[src/rtl/axi_lite_ram_ctrl_if.sv]
// rtl/axi_lite_ram_ctrl_if.sv - AXI4-Lite subordinate bus bundle for the RAM front-end
interface axi_lite_ram_ctrl_if #(
  parameter int DATA_WIDTH     = 32,
  parameter int AXI_ADDR_WIDTH = 10
);
  localparam int STRB_WIDTH = DATA_WIDTH / 8;

  logic [AXI_ADDR_WIDTH-1:0] s_awaddr;
  logic                      s_awvalid;
  logic                      s_awready;
  logic [DATA_WIDTH-1:0]     s_wdata;
  logic [STRB_WIDTH-1:0]     s_wstrb;
  logic                      s_wvalid;
  logic                      s_wready;
  logic [1:0]                s_bresp;
  logic                      s_bvalid;
  logic                      s_bready;
  logic [AXI_ADDR_WIDTH-1:0] s_araddr;
  logic                      s_arvalid;
  logic                      s_arready;
  logic [DATA_WIDTH-1:0]     s_rdata;
  logic [1:0]                s_rresp;
  logic                      s_rvalid;
  logic                      s_rready;

  modport slave (
    input  s_awaddr, s_awvalid, s_wdata, s_wstrb, s_wvalid, s_bready,
           s_araddr, s_arvalid, s_rready,
    output s_awready, s_wready, s_bresp, s_bvalid,
           s_arready, s_rdata, s_rresp, s_rvalid
  );

  modport master (
    output s_awaddr, s_awvalid, s_wdata, s_wstrb, s_wvalid, s_bready,
           s_araddr, s_arvalid, s_rready,
    input  s_awready, s_wready, s_bresp, s_bvalid,
           s_arready, s_rdata, s_rresp, s_rvalid
  );
endinterface

[src/rtl/axi_lite_ram_ctrl.sv]
// rtl/axi_lite_ram_ctrl.sv - AXI4-Lite subordinate driving a byte-enabled 1-cycle-latency RAM
// Independent write and read FSMs; one write and one read may be in flight together.
module axi_lite_ram_ctrl #(
  parameter int DATA_WIDTH     = 32,
  parameter int ADDR_WIDTH     = 8,
  parameter int STRB_WIDTH     = DATA_WIDTH / 8,
  parameter int AXI_ADDR_WIDTH = ADDR_WIDTH + $clog2(STRB_WIDTH)
) (
  input  logic                  clk,
  input  logic                  rst,
  axi_lite_ram_ctrl_if.slave    s,
  output logic [ADDR_WIDTH-1:0] mem_wr_addr,
  output logic [ADDR_WIDTH-1:0] mem_rd_addr,
  output logic                  mem_wr,
  output logic                  mem_rd,
  output logic [DATA_WIDTH-1:0] mem_wr_data,
  output logic [STRB_WIDTH-1:0] mem_be,
  output logic                  mem_cs,
  input  logic [DATA_WIDTH-1:0] mem_rd_data
);
  localparam int OFF = $clog2(STRB_WIDTH);

  typedef enum logic [1:0] {W_IDLE, W_MEM, W_RESP} w_state_t;
  typedef enum logic [1:0] {R_IDLE, R_MEM, R_CAP, R_RESP} r_state_t;

  w_state_t w_state;
  r_state_t r_state;
  logic     aw_held;
  logic     w_held;
  logic     aw_hs;
  logic     w_hs;
  logic     ar_hs;
  logic     unused_offset_bits;

  assign s.s_awready = !rst && (w_state == W_IDLE) && !aw_held;
  assign s.s_wready  = !rst && (w_state == W_IDLE) && !w_held;
  assign s.s_arready = !rst && (r_state == R_IDLE);
  assign s.s_bresp   = 2'b00;
  assign s.s_rresp   = 2'b00;
  assign mem_cs      = mem_wr | mem_rd;

  assign aw_hs = s.s_awvalid && s.s_awready;
  assign w_hs  = s.s_wvalid && s.s_wready;
  assign ar_hs = s.s_arvalid && s.s_arready;

  assign unused_offset_bits = ^{s.s_awaddr[OFF-1:0], s.s_araddr[OFF-1:0]};

  // The mem_wr_* registers double as the AW/W latches, so they are already
  // presented to the RAM when the W_MEM cycle strobes mem_wr.
  always_ff @(posedge clk) begin
    if (rst) begin
      w_state     <= W_IDLE;
      aw_held     <= 1'b0;
      w_held      <= 1'b0;
      mem_wr      <= 1'b0;
      mem_wr_addr <= '0;
      mem_wr_data <= '0;
      mem_be      <= '0;
      s.s_bvalid  <= 1'b0;
    end else begin
      case (w_state)
        W_IDLE: begin
          if (aw_hs) begin
            mem_wr_addr <= s.s_awaddr[AXI_ADDR_WIDTH-1:OFF];
            aw_held     <= 1'b1;
          end
          if (w_hs) begin
            mem_wr_data <= s.s_wdata;
            mem_be      <= s.s_wstrb;
            w_held      <= 1'b1;
          end
          if ((aw_held || aw_hs) && (w_held || w_hs)) begin
            mem_wr  <= 1'b1;
            w_state <= W_MEM;
          end
        end
        W_MEM: begin
          mem_wr     <= 1'b0;
          aw_held    <= 1'b0;
          w_held     <= 1'b0;
          s.s_bvalid <= 1'b1;
          w_state    <= W_RESP;
        end
        W_RESP: begin
          if (s.s_bready) begin
            s.s_bvalid <= 1'b0;
            w_state    <= W_IDLE;
          end
        end
        default: w_state <= W_IDLE;
      endcase
    end
  end

  // RAM data is valid the cycle after mem_rd, which is the R_CAP cycle.
  always_ff @(posedge clk) begin
    if (rst) begin
      r_state     <= R_IDLE;
      mem_rd      <= 1'b0;
      mem_rd_addr <= '0;
      s.s_rdata   <= '0;
      s.s_rvalid  <= 1'b0;
    end else begin
      case (r_state)
        R_IDLE: begin
          if (ar_hs) begin
            mem_rd_addr <= s.s_araddr[AXI_ADDR_WIDTH-1:OFF];
            mem_rd      <= 1'b1;
            r_state     <= R_MEM;
          end
        end
        R_MEM: begin
          mem_rd  <= 1'b0;
          r_state <= R_CAP;
        end
        R_CAP: begin
          s.s_rdata  <= mem_rd_data;
          s.s_rvalid <= 1'b1;
          r_state    <= R_RESP;
        end
        R_RESP: begin
          if (s.s_rready) begin
            s.s_rvalid <= 1'b0;
            r_state    <= R_IDLE;
          end
        end
        default: r_state <= R_IDLE;
      endcase
    end
  end
endmodule

[src/flat_wrapper.sv]
// flat-port wrapper written by rule: the top's interface ports become plain ports
module axi_lite_ram_ctrl_flat 
#(
  parameter int DATA_WIDTH     = 32,
  parameter int ADDR_WIDTH     = 8,
  parameter int STRB_WIDTH     = DATA_WIDTH / 8,
  parameter int AXI_ADDR_WIDTH = ADDR_WIDTH + $clog2(STRB_WIDTH)
)
  (clk, rst, mem_wr_addr, mem_rd_addr, mem_wr, mem_rd, mem_wr_data, mem_be, mem_cs, mem_rd_data, s_s_awaddr, s_s_awvalid, s_s_wdata, s_s_wstrb, s_s_wvalid, s_s_bready, s_s_araddr, s_s_arvalid, s_s_rready, s_s_awready, s_s_wready, s_s_bresp, s_s_bvalid, s_s_arready, s_s_rdata, s_s_rresp, s_s_rvalid);
  axi_lite_ram_ctrl_if #(.DATA_WIDTH(DATA_WIDTH), .AXI_ADDR_WIDTH(AXI_ADDR_WIDTH)) s_i ();
  input  logic clk;
  input  logic rst;
  output logic [ADDR_WIDTH-1:0] mem_wr_addr;
  output logic [ADDR_WIDTH-1:0] mem_rd_addr;
  output logic mem_wr;
  output logic mem_rd;
  output logic [DATA_WIDTH-1:0] mem_wr_data;
  output logic [STRB_WIDTH-1:0] mem_be;
  output logic mem_cs;
  input  logic [DATA_WIDTH-1:0] mem_rd_data;
  input wire logic [$bits(s_i.s_awaddr)-1:0] s_s_awaddr;
  input wire logic [$bits(s_i.s_awvalid)-1:0] s_s_awvalid;
  input wire logic [$bits(s_i.s_wdata)-1:0] s_s_wdata;
  input wire logic [$bits(s_i.s_wstrb)-1:0] s_s_wstrb;
  input wire logic [$bits(s_i.s_wvalid)-1:0] s_s_wvalid;
  input wire logic [$bits(s_i.s_bready)-1:0] s_s_bready;
  input wire logic [$bits(s_i.s_araddr)-1:0] s_s_araddr;
  input wire logic [$bits(s_i.s_arvalid)-1:0] s_s_arvalid;
  input wire logic [$bits(s_i.s_rready)-1:0] s_s_rready;
  output wire logic [$bits(s_i.s_awready)-1:0] s_s_awready;
  output wire logic [$bits(s_i.s_wready)-1:0] s_s_wready;
  output wire logic [$bits(s_i.s_bresp)-1:0] s_s_bresp;
  output wire logic [$bits(s_i.s_bvalid)-1:0] s_s_bvalid;
  output wire logic [$bits(s_i.s_arready)-1:0] s_s_arready;
  output wire logic [$bits(s_i.s_rdata)-1:0] s_s_rdata;
  output wire logic [$bits(s_i.s_rresp)-1:0] s_s_rresp;
  output wire logic [$bits(s_i.s_rvalid)-1:0] s_s_rvalid;
  assign s_i.s_awaddr = s_s_awaddr;
  assign s_i.s_awvalid = s_s_awvalid;
  assign s_i.s_wdata = s_s_wdata;
  assign s_i.s_wstrb = s_s_wstrb;
  assign s_i.s_wvalid = s_s_wvalid;
  assign s_i.s_bready = s_s_bready;
  assign s_i.s_araddr = s_s_araddr;
  assign s_i.s_arvalid = s_s_arvalid;
  assign s_i.s_rready = s_s_rready;
  assign s_s_awready = s_i.s_awready;
  assign s_s_wready = s_i.s_wready;
  assign s_s_bresp = s_i.s_bresp;
  assign s_s_bvalid = s_i.s_bvalid;
  assign s_s_arready = s_i.s_arready;
  assign s_s_rdata = s_i.s_rdata;
  assign s_s_rresp = s_i.s_rresp;
  assign s_s_rvalid = s_i.s_rvalid;
  axi_lite_ram_ctrl #(.DATA_WIDTH(DATA_WIDTH), .ADDR_WIDTH(ADDR_WIDTH), .STRB_WIDTH(STRB_WIDTH), .AXI_ADDR_WIDTH(AXI_ADDR_WIDTH)) u_core (.clk(clk), .rst(rst), .s(s_i), .mem_wr_addr(mem_wr_addr), .mem_rd_addr(mem_rd_addr), .mem_wr(mem_wr), .mem_rd(mem_rd), .mem_wr_data(mem_wr_data), .mem_be(mem_be), .mem_cs(mem_cs), .mem_rd_data(mem_rd_data));
endmodule
[config.mk]
export PLATFORM = sky130hd
export DESIGN_NAME = axi_lite_ram_ctrl_flat
export DESIGN_NICKNAME = d
export VERILOG_FILES = /design/src/rtl/axi_lite_ram_ctrl_if.sv /design/src/rtl/axi_lite_ram_ctrl.sv /design/src/flat_wrapper.sv
export SDC_FILE = /design/constraint.sdc
export NUM_CORES = 1
export LEC_CHECK = 0
export ABC_AREA = 1
export CORE_AREA = 2 2 88 153
export CTS_BUF_LIST = sky130_fd_sc_hd__clkbuf_4 sky130_fd_sc_hd__clkbuf_8
export CTS_CLUSTER_SIZE = 16
export DETAILED_ROUTE_END_ITERATION = 8
export DIE_AREA = 0 0 90 155
export DONT_BUFFER_PORTS = 1
export GPL_ROUTABILITY_DRIVEN = 0
export PLACE_DENSITY = 0.49
export SYNTH_ARGS = -nofsm -noshare
export SYNTH_HDL_FRONTEND = slang
export SYNTH_SLANG_ARGS = --single-unit
[constraint.sdc]
create_clock -name clk -period 1.5 [get_ports clk]
set_input_delay 0.3 -clock clk [delete_from_list [all_inputs] [get_ports clk]]
set_output_delay 0.3 -clock clk [all_outputs]
set_load 0.05 [all_outputs]
==> results of run 1 <==
[logic make-up after synthesis]
group / after synthesis / share of synthesized area, %
adders and majority gates: 5 / 1.67
AOI/OAI and AO/OA: 43 / 5.92
buffers and inverters: 87 / 10.7
DFF: 94 / 50.3
and+or+nand+nor: 291 / 31.3
other: 1 / 0.100
[cell usage in the layout (no fill, tap or decap), types with 3 or more instances in the layout]
master / count
nand3_1: 20
ha_1: 3
nor2_4: 3
clkbuf_8: 10
nand2_1: 105
a21oi_1: 7
buf_4: 17
dfxtp_1: 90
nor2_1: 155
o21ai_0: 34
clkbuf_4: 3
buf_12: 5
inv_2: 5
conb_1: 4
dfxtp_4: 3
inv_1: 51
[path summary, 6_finish.rpt]
kind / endpoint / slack [ps] / cells past startpoint
worst max-delay path: s_s_awready / -40 / 6
worst min register to register: u_core.s.s_rdata[13] / 510 / 2
worst min-delay path: u_core.mem_wr_data[0] / 80 / 2
worst max register to register: u_core.s.s_rdata[4] / 160 / 6
[registers in the layout, summed over array words and instances (netlist names)]
name,cells
u_core.mem_rd_addr,8
u_core.w_state,2
u_core.mem_wr_addr,8
u_core.s.s_rvalid,1
u_core.mem_rd,1
u_core.mem_wr,1
u_core.w_held,1
u_core.r_state,2
u_core.s.s_rdata,32
u_core.s.s_bvalid,1
u_core.mem_be,4
u_core.mem_wr_data,32
u_core.aw_held,1
[final cells by class]
type                    instances  area [sq um]  share of cell area [%]
clock buffers                  13           160                    3.72
repair buffers                 25           260                    6.05
clock inverters                 3          43.8                    1.02
inverters                      58           223                    5.18
multi-input cells             343          1510                    35.0
flip-flops and latches         94          1890                    44.1
well taps                     171           214                    4.98
[power breakdown]
part           switching (uW)  total [uW]  internal, uW
clock network             842        1720           875
logic                    1040        1660           615
registers                1920        4940          3020
total                    3810        8320          4510
[Yosys cell counts]
master    number  share of area [%]
dfxtp_1       94                 50
nor2_1       158                 16
clkbuf_2       1               0.13
or2_2          1               0.17
nand2_2        1               0.17
o221ai_1       1               0.23
inv_2          1               0.10
nand3b_1       1               0.20
inv_1         57                5.7
nand3_1       20                2.7
buf_6          6                1.8
buf_4          5                1.0
nand2_1      106                 11
conb_1         1               0.10
a21oi_1        7               0.94
buf_2          6               0.80
nor2_2         1               0.17
nor2_4         1               0.30
o21ai_0       34                4.5
nand4_4        2                1.1
a22oi_1        1               0.20
ha_1           5                1.7
clkbuf_1      11                1.1
[routing by layer]
layer / global-route usage, % / routed length, um / up-vias
met5: 0 / 0 / -
met2: 21.4 / 4390 / 140
met3: 4.60 / 722 / 12
li1: - / - / 1577
met4: 5.13 / 161 / 0
met1: 13.2 / 3350 / 1324
[worst max-delay path: stages (launching register included)]
cell and delay, ps:
dfxtp_4 360, inv_2 70, nand2_2 60, nor2_4 90, inv_2 50, nor2_2 90
buf_6 160
[timing repair]
action	CTS	global route
hold endpoints to repair	2	0
buffers inserted	4	4
hold buffers	1	0
setup endpoints to repair	3	10
gates resized for setup	12	13
pin swaps	4	5
[per-stage QoR]
step / setup slack, ps / cells / hold slack (ps) / area, sq um
final: -36.8 / 707 / 78.3 / 4300
after global routing: -162 / 707 / 39.6 / 4300
after CTS: -133 / 703 / 44.6 / 4230
after detailed placement: 13.9 / 682 / 375 / 3970
after global placement: 60.0 / 682 / 373 / 3970
after floorplan: -62.5 / 524 / 369 / 3760
==> impl_table.tex, run 1 <==
\begin{tabular}{lr}
\hline
Metric & Value \\
\hline
\multicolumn{2}{l}{\textbf{STA}} \\
\quad Total of endpoints with negative setup slack in the final report & 3 \\
\quad Minimum period implied by the final worst setup slack & 1540 ps \\
\quad Post-layout worst setup margin & -36.8 ps \\
\quad RSZ-0062 raised after global routing & true \\
\quad Final clock period utilization by the worst path & 102\% \\
\quad Tightest slew margin relative to the limit & between 60\% and 70\% \\
\quad Max frequency & 0.651 GHz \\
\quad Post-Route Skew & 8.98 ps \\
\quad Number of hold violations in the final report & 0 \\
\quad Post-route setup TNS & -89.3 ps \\
\quad Worst Max-Slew Pin Slew & 557 ps \\
\quad Total count of max-transition violations in the final report & 0 \\
\multicolumn{2}{l}{\textbf{Flow run}} \\
\quad MaxCap Viol Count & 0 \\
\multicolumn{2}{l}{\textbf{Floorplanning}} \\
\quad Die Wd & $\sim$90 um \\
\quad Total Die Area & about 0.014 sq mm \\
\quad Area of the core region & between 0.01 and 0.015 sq mm \\
\quad Starting density of the core & between 20\% and 30\% \\
\quad Ports placed on the boundary & about 190 \\
\quad Site row count & between 50 and 60 \\
\quad Die height & 155 um \\
\multicolumn{2}{l}{\textbf{Worst setup path}} \\
\quad Endpoint class of the critical path & output port \\
\quad CP required & around 1200 ps \\
\quad Critical Path AT & 1240 ps \\
\quad CP Launch Type & flip-flop \\
\quad Start-to-end type of the worst setup path & reg -> out \\
\quad Critical register-to-register path startpoint & u\_core.r\_state[1] \\
\quad Maximum fanout encountered on the critical timing path & 2 \\
\quad Setup crit start & u\_core.w\_state[1] \\
\multicolumn{2}{l}{\textbf{Clock tree}} \\
\quad Sink Count & 94 \\
\quad Maximum number of buffers from clock root to sink & 2 \\
\quad Number of clock buffers inserted by TritonCTS & 9 \\
\quad Number of H-tree levels & 3 \\
\quad Clock tree from TritonCTS & built \\
\quad Clock latency of the later-clocked register in the worst-skew pair & 350 ps \\
\quad CTS clk-pin slew, worst paths & 90 ps \\
\quad Clock root cell & clkbuf\_8 \\
\multicolumn{2}{l}{\textbf{Finish}} \\
\quad Ant. Diodes & 0 \\
\quad Synthesis-to-layout area growth & 15.0\% \\
\quad Final core utilization & between 30 and 40\% \\
\quad Nets & 631 \\
\quad Fraction of final layout cells sized beyond drive strength 1 & 11.8\% \\
\quad FILL cells & about 1400 \\
\multicolumn{2}{l}{\textbf{Route}} \\
\quad Total number of vias & between 3000 and 4000 \\
\quad Total iterations of the first detailed-routing run & 5 \\
\quad Number of DRC violations after detailed routing & 0 \\
\quad Vias per Instance & 4.32 \\
\quad Number of nets with antenna violations after detailed routing & 0 \\
\quad Routed wire length per instance & 12.2 um \\
\quad Iter 0 DRT Violations & 54 \\
\quad Wire length reported by the detailed router & 8.62 mm \\
\multicolumn{2}{l}{\textbf{Logic synthesis}} \\
\quad Syn Std Cell Area & 0.00374 sq mm \\
\quad Netlist cell types & 23 \\
\quad Post-synthesis instance total & $\sim$520 \\
\quad Register bit total from synthesis & 94 \\
\quad Fraction of the yosys area taken by sequential cells & 50.3\% \\
\quad Average cell area after synthesis & 7.18 sq um \\
\quad Syn. warnings & 0 \\
\multicolumn{2}{l}{\textbf{Worst hold path}} \\
\quad Path class of the lowest-slack min-delay path & in -> reg \\
\quad Worst Hold Launch & s\_s\_wdata[0] \\
\multicolumn{2}{l}{\textbf{Pwr}} \\
\quad Max VDD drop & 0.867 mV \\
\quad Leakage power of the design & 0.00211 uW \\
\quad Overall power & around 8300 uW \\
\quad Power per cell area & 1930 mW/mm\^{}2 \\
\multicolumn{2}{l}{\textbf{Global route}} \\
\quad All-layer global routing usage & 12.2\% \\
\quad GRT overflow & 0 \\
\quad First-pass GRT wire length & approximately 14 mm \\
\quad Maximum number of pins on one net before global-route repair & 74 \\
\quad Vias in the first global route & a little under 3000 \\
\quad Initial antenna violation count & 0 \\
\multicolumn{2}{l}{\textbf{Status}} \\
\quad Violations in the final reports & setup timing \\
\quad Run status & finished with violations \\
\multicolumn{2}{l}{\textbf{Placement}} \\
\quad Final HPWL DP & between 6 and 7 mm \\
\quad Total of buffers placed on input and output ports & 0 \\
\hline
\end{tabular}
(Power assumes the default switching activity.)
==> inputs of run 2 (changes only) <==
CAP_MARGIN = 15   (was default)
CORE_AREA = 5 5 91 156   (was 2 2 88 153)
DIE_AREA = 0 0 96 161   (was 0 0 90 155)
SKIP_CTS_REPAIR_TIMING = 1   (was default)
==> run 2 against run 1 <==
  * The flow still finishes with violations (setup timing)
  * Utilization grew 0.14 points
  * Power up 2.7%
  * Cell area increased by 0.41%
  * Hold slack worse by 2.1 ps
  * Clock-buffer cell count fell by 3
  * Combinational power fell by 4%
  * Critical path type unchanged
  * Critical endpoint is now s_s_arready
  * Largest power group unchanged
==> impl_table.tex, run 2 (synthesis results as in run 1) <==
\begin{tabular}{lr}
\hline
Metric & Value \\
\hline
\multicolumn{2}{l}{\textbf{Clock tree}} \\
\quad Clock root cell & clkbuf\_8 \\
\quad Sink Count & 94 (unchanged) \\
\quad Clock latency of the later-clocked register in the worst-skew pair & 350 ps (about the same) \\
\quad Number of clock buffers inserted by TritonCTS & 9 (unchanged) \\
\quad CTS clk-pin slew, worst paths & 90 ps (about the same) \\
\quad Clock tree from TritonCTS & built \\
\quad Maximum number of buffers from clock root to sink & 2 (unchanged) \\
\quad Number of H-tree levels & 3 (unchanged) \\
\multicolumn{2}{l}{\textbf{Route}} \\
\quad Routed wire length per instance & 13.0 um (+6.3\%) \\
\quad Total iterations of the first detailed-routing run & 5 (unchanged) \\
\quad Wire length reported by the detailed router & 9.12 mm (+5.8\%) \\
\quad Vias per Instance & 4.25 (-1.5\%) \\
\quad Number of nets with antenna violations after detailed routing & 0 (unchanged) \\
\quad Total number of vias & 2993 (-2.0\%) \\
\quad Iter 0 DRT Violations & 118 (+120\%) \\
\quad Number of DRC violations after detailed routing & 0 (unchanged) \\
\multicolumn{2}{l}{\textbf{STA}} \\
\quad Max frequency & 0.636 GHz (-2.3\%) \\
\quad Number of hold violations in the final report & 0 (unchanged) \\
\quad Post-Route Skew & 8.80 ps (-0.176 ps) \\
\quad Final clock period utilization by the worst path & 105\% (+2.4 points) \\
\quad Total of endpoints with negative setup slack in the final report & 3 (unchanged) \\
\quad Hold Slack & 76.2 ps (-2.14 ps) \\
\quad Total count of max-transition violations in the final report & 0 (unchanged) \\
\quad Post-layout worst setup margin & -72.4 ps (-35.6 ps) \\
\quad Tightest slew margin relative to the limit & 62.7\% (-0.13 points) \\
\quad Worst Max-Slew Pin Slew & 559 ps (+1.90 ps) \\
\quad RSZ-0062 raised after global routing & true \\
\quad Minimum period implied by the final worst setup slack & 1570 ps (+35.6 ps) \\
\multicolumn{2}{l}{\textbf{Finish}} \\
\quad Final core utilization & 33.7\% (+0.14 points) \\
\quad Ant. Diodes & 0 (unchanged) \\
\quad Most common cell after layout, fill and taps aside & nor2\_1 \\
\quad Regs by FF count & u\_core.mem\_wr\_data (32), u\_core.s.s\_rdata (32) \\
\quad Final instance count without filler cells & 704 (-0.42\%) \\
\quad Post-route standard cell area excluding fillers & 0.00432 sq mm (+0.41\%) \\
\quad Synthesis-to-layout area growth & 15.5\% \\
\quad Highest-count cells in the layout ignoring fill and taps & 155 x nor2\_1, 105 x nand2\_1, 90 x dfxtp\_1 \\
\quad Nets & 630 (-0.16\%) \\
\quad Fraction of final layout cells sized beyond drive strength 1 & 11.3\% (-0.50 points) \\
\multicolumn{2}{l}{\textbf{Placement}} \\
\quad Final HPWL DP & 6.69 mm (+7.9\%) \\
\quad Total of buffers placed on input and output ports & 0 (unchanged) \\
\quad Cell area after placement & 0.00397 sq mm (unchanged) \\
\quad Placed cell count & 682 (unchanged) \\
\multicolumn{2}{l}{\textbf{Global route}} \\
\quad GRT overflow & 0 (unchanged) \\
\quad Maximum number of pins on one net before global-route repair & 74 (unchanged) \\
\quad Vias in the first global route & 2919 (-1.0\%) \\
\quad First-pass GRT wire length & 14.2 mm (+1.5\%) \\
\quad All-layer global routing usage & 11.5\% (-0.78 points) \\
\quad Initial antenna violation count & 0 (unchanged) \\
\multicolumn{2}{l}{\textbf{Worst setup path}} \\
\quad CP Launch Type & flip-flop \\
\quad Maximum fanout encountered on the critical timing path & 6 (+4) \\
\quad Slowest stage delay, CP & 340 ps (-20 ps) \\
\quad Critical Path AT & 1270 ps (+30 ps) \\
\quad Start-to-end type of the worst setup path & reg -> out \\
\quad Slowest cell on the critical path & dfxtp\_2 \\
\quad CP required & 1200 ps (about the same) \\
\quad CP cell instances & inv\_2 > ha\_4 > inv\_2 > nor2\_4 > buf\_12 \\
\quad Endpoint class of the critical path & output port \\
\quad Cell with the most instances on the worst path & inv\_2 \\
\multicolumn{2}{l}{\textbf{Status}} \\
\quad Violations in the final reports & setup timing \\
\quad Run status & finished with violations \\
\multicolumn{2}{l}{\textbf{Floorplanning}} \\
\quad Ports placed on the boundary & 191 (unchanged) \\
\quad Starting density of the core & 29.2\% (unchanged) \\
\quad Die Wd & 96 um (+6.7\%) \\
\quad Die height & 161 um (+3.9\%) \\
\quad Area of the core region & 0.0128 sq mm (unchanged) \\
\quad Site row count & 55 (unchanged) \\
\quad Total Die Area & 0.0155 sq mm (+11\%) \\
\multicolumn{2}{l}{\textbf{Pwr}} \\
\quad Overall power & 8540 uW (+2.7\%) \\
\quad Switching Fraction & 44.6\% (-1.1 points) \\
\quad Max VDD drop & 1.03 mV (+18\%) \\
\quad Leakage power of the design & 0.00211 uW (about the same) \\
\quad Power share of the combinational group & 18.7\% (-1.2 points) \\
\quad Sequential share of power & 58.6\% (-0.8 points) \\
\quad Cell-internal power & 4730 uW (+4.8\%) \\
\quad Share of total power in the clock network & 22.7\% (+2.1 points) \\
\quad Power per cell area & 1980 mW/mm\^{}2 (+2.3\%) \\
\quad Sw power & 3810 uW (+0.14\%) \\
\multicolumn{2}{l}{\textbf{Worst hold path}} \\
\quad Path class of the lowest-slack min-delay path & in -> reg \\
\multicolumn{2}{l}{\textbf{Flow run}} \\
\quad MaxCap Viol Count & 0 (unchanged) \\
\hline
\end{tabular}
-- run 2: changes by cell type in the layout (fill, tap and decap cells not counted), sizes merged --
| cell | previous run | this run |
|---|---|---|
| bufinv | 1 | 3 |
| buf | 24 | 23 |
| clkbuf | 13 | 10 |
| clkinv | 2 | 0 |
| clkinvlp | 0 | 1 |
-- run 2: area by class of cell --
cell class | count | area (sq um)
clock inverters | 4 | 97.6
repair buffers | 24 | 253
flip-flops and latches | 94 | 1890
inverters | 58 | 223
fillers | 1405 | 8480
clock buffers | 10 | 131
well taps | 171 | 214
multi-input cells | 343 | 1510
-- run 2: path summary, 6_finish.rpt --
check                    startpoint               endpoint  slack, ps  cells after the start
hold reg to reg       u_core.mem_rd          u_core.mem_rd        520                      2
setup reg to reg  u_core.r_state[0]    u_core.s.s_rdata[4]        170                      6
setup / recovery  u_core.r_state[1]            s_s_arready        -70                      5
hold / removal         s_s_wdata[8]  u_core.mem_wr_data[8]         80                      2
-- run 2: metrics by stage --
stage | worst slack, ps | setup TNS (ps)
final | -72.4 | -202
after global routing | -166 | -465
after CTS | -211 | -614
after detailed placement | -1.68 | -1.68
after global placement | 49.1 | 0
after floorplan | -62.5 | -125
-- run 2: worst max-delay path: cells and delay by family (launching register included) --
| kind | cells | cell delay [ps] |
|---|---|---|
| buf+inv | 3 | 290 |
| flops | 1 | 340 |
| fa+ha+maj | 1 | 140 |
| simple gates | 1 | 160 |
-- run 2: power groups by stage --
stage / sequential, uW / combinational [uW] / clock, uW
after global routing: 5070 / 1830 / 2160
final: 5010 / 1590 / 1940
after floorplan: 5010 / 1060 / 0
after detailed placement: 5060 / 1480 / 0
after global placement: 5070 / 1420 / 0
after CTS: 5010 / 1470 / 2060
-- run 2: layer usage --
layer	up-vias	routed length, um	GRT usage, %
li1	1568	-	-
met3	7	1050	5.08
met2	130	4720	20.2
met4	0	102	4.27
met1	1288	3250	11.6
met5	-	0	0
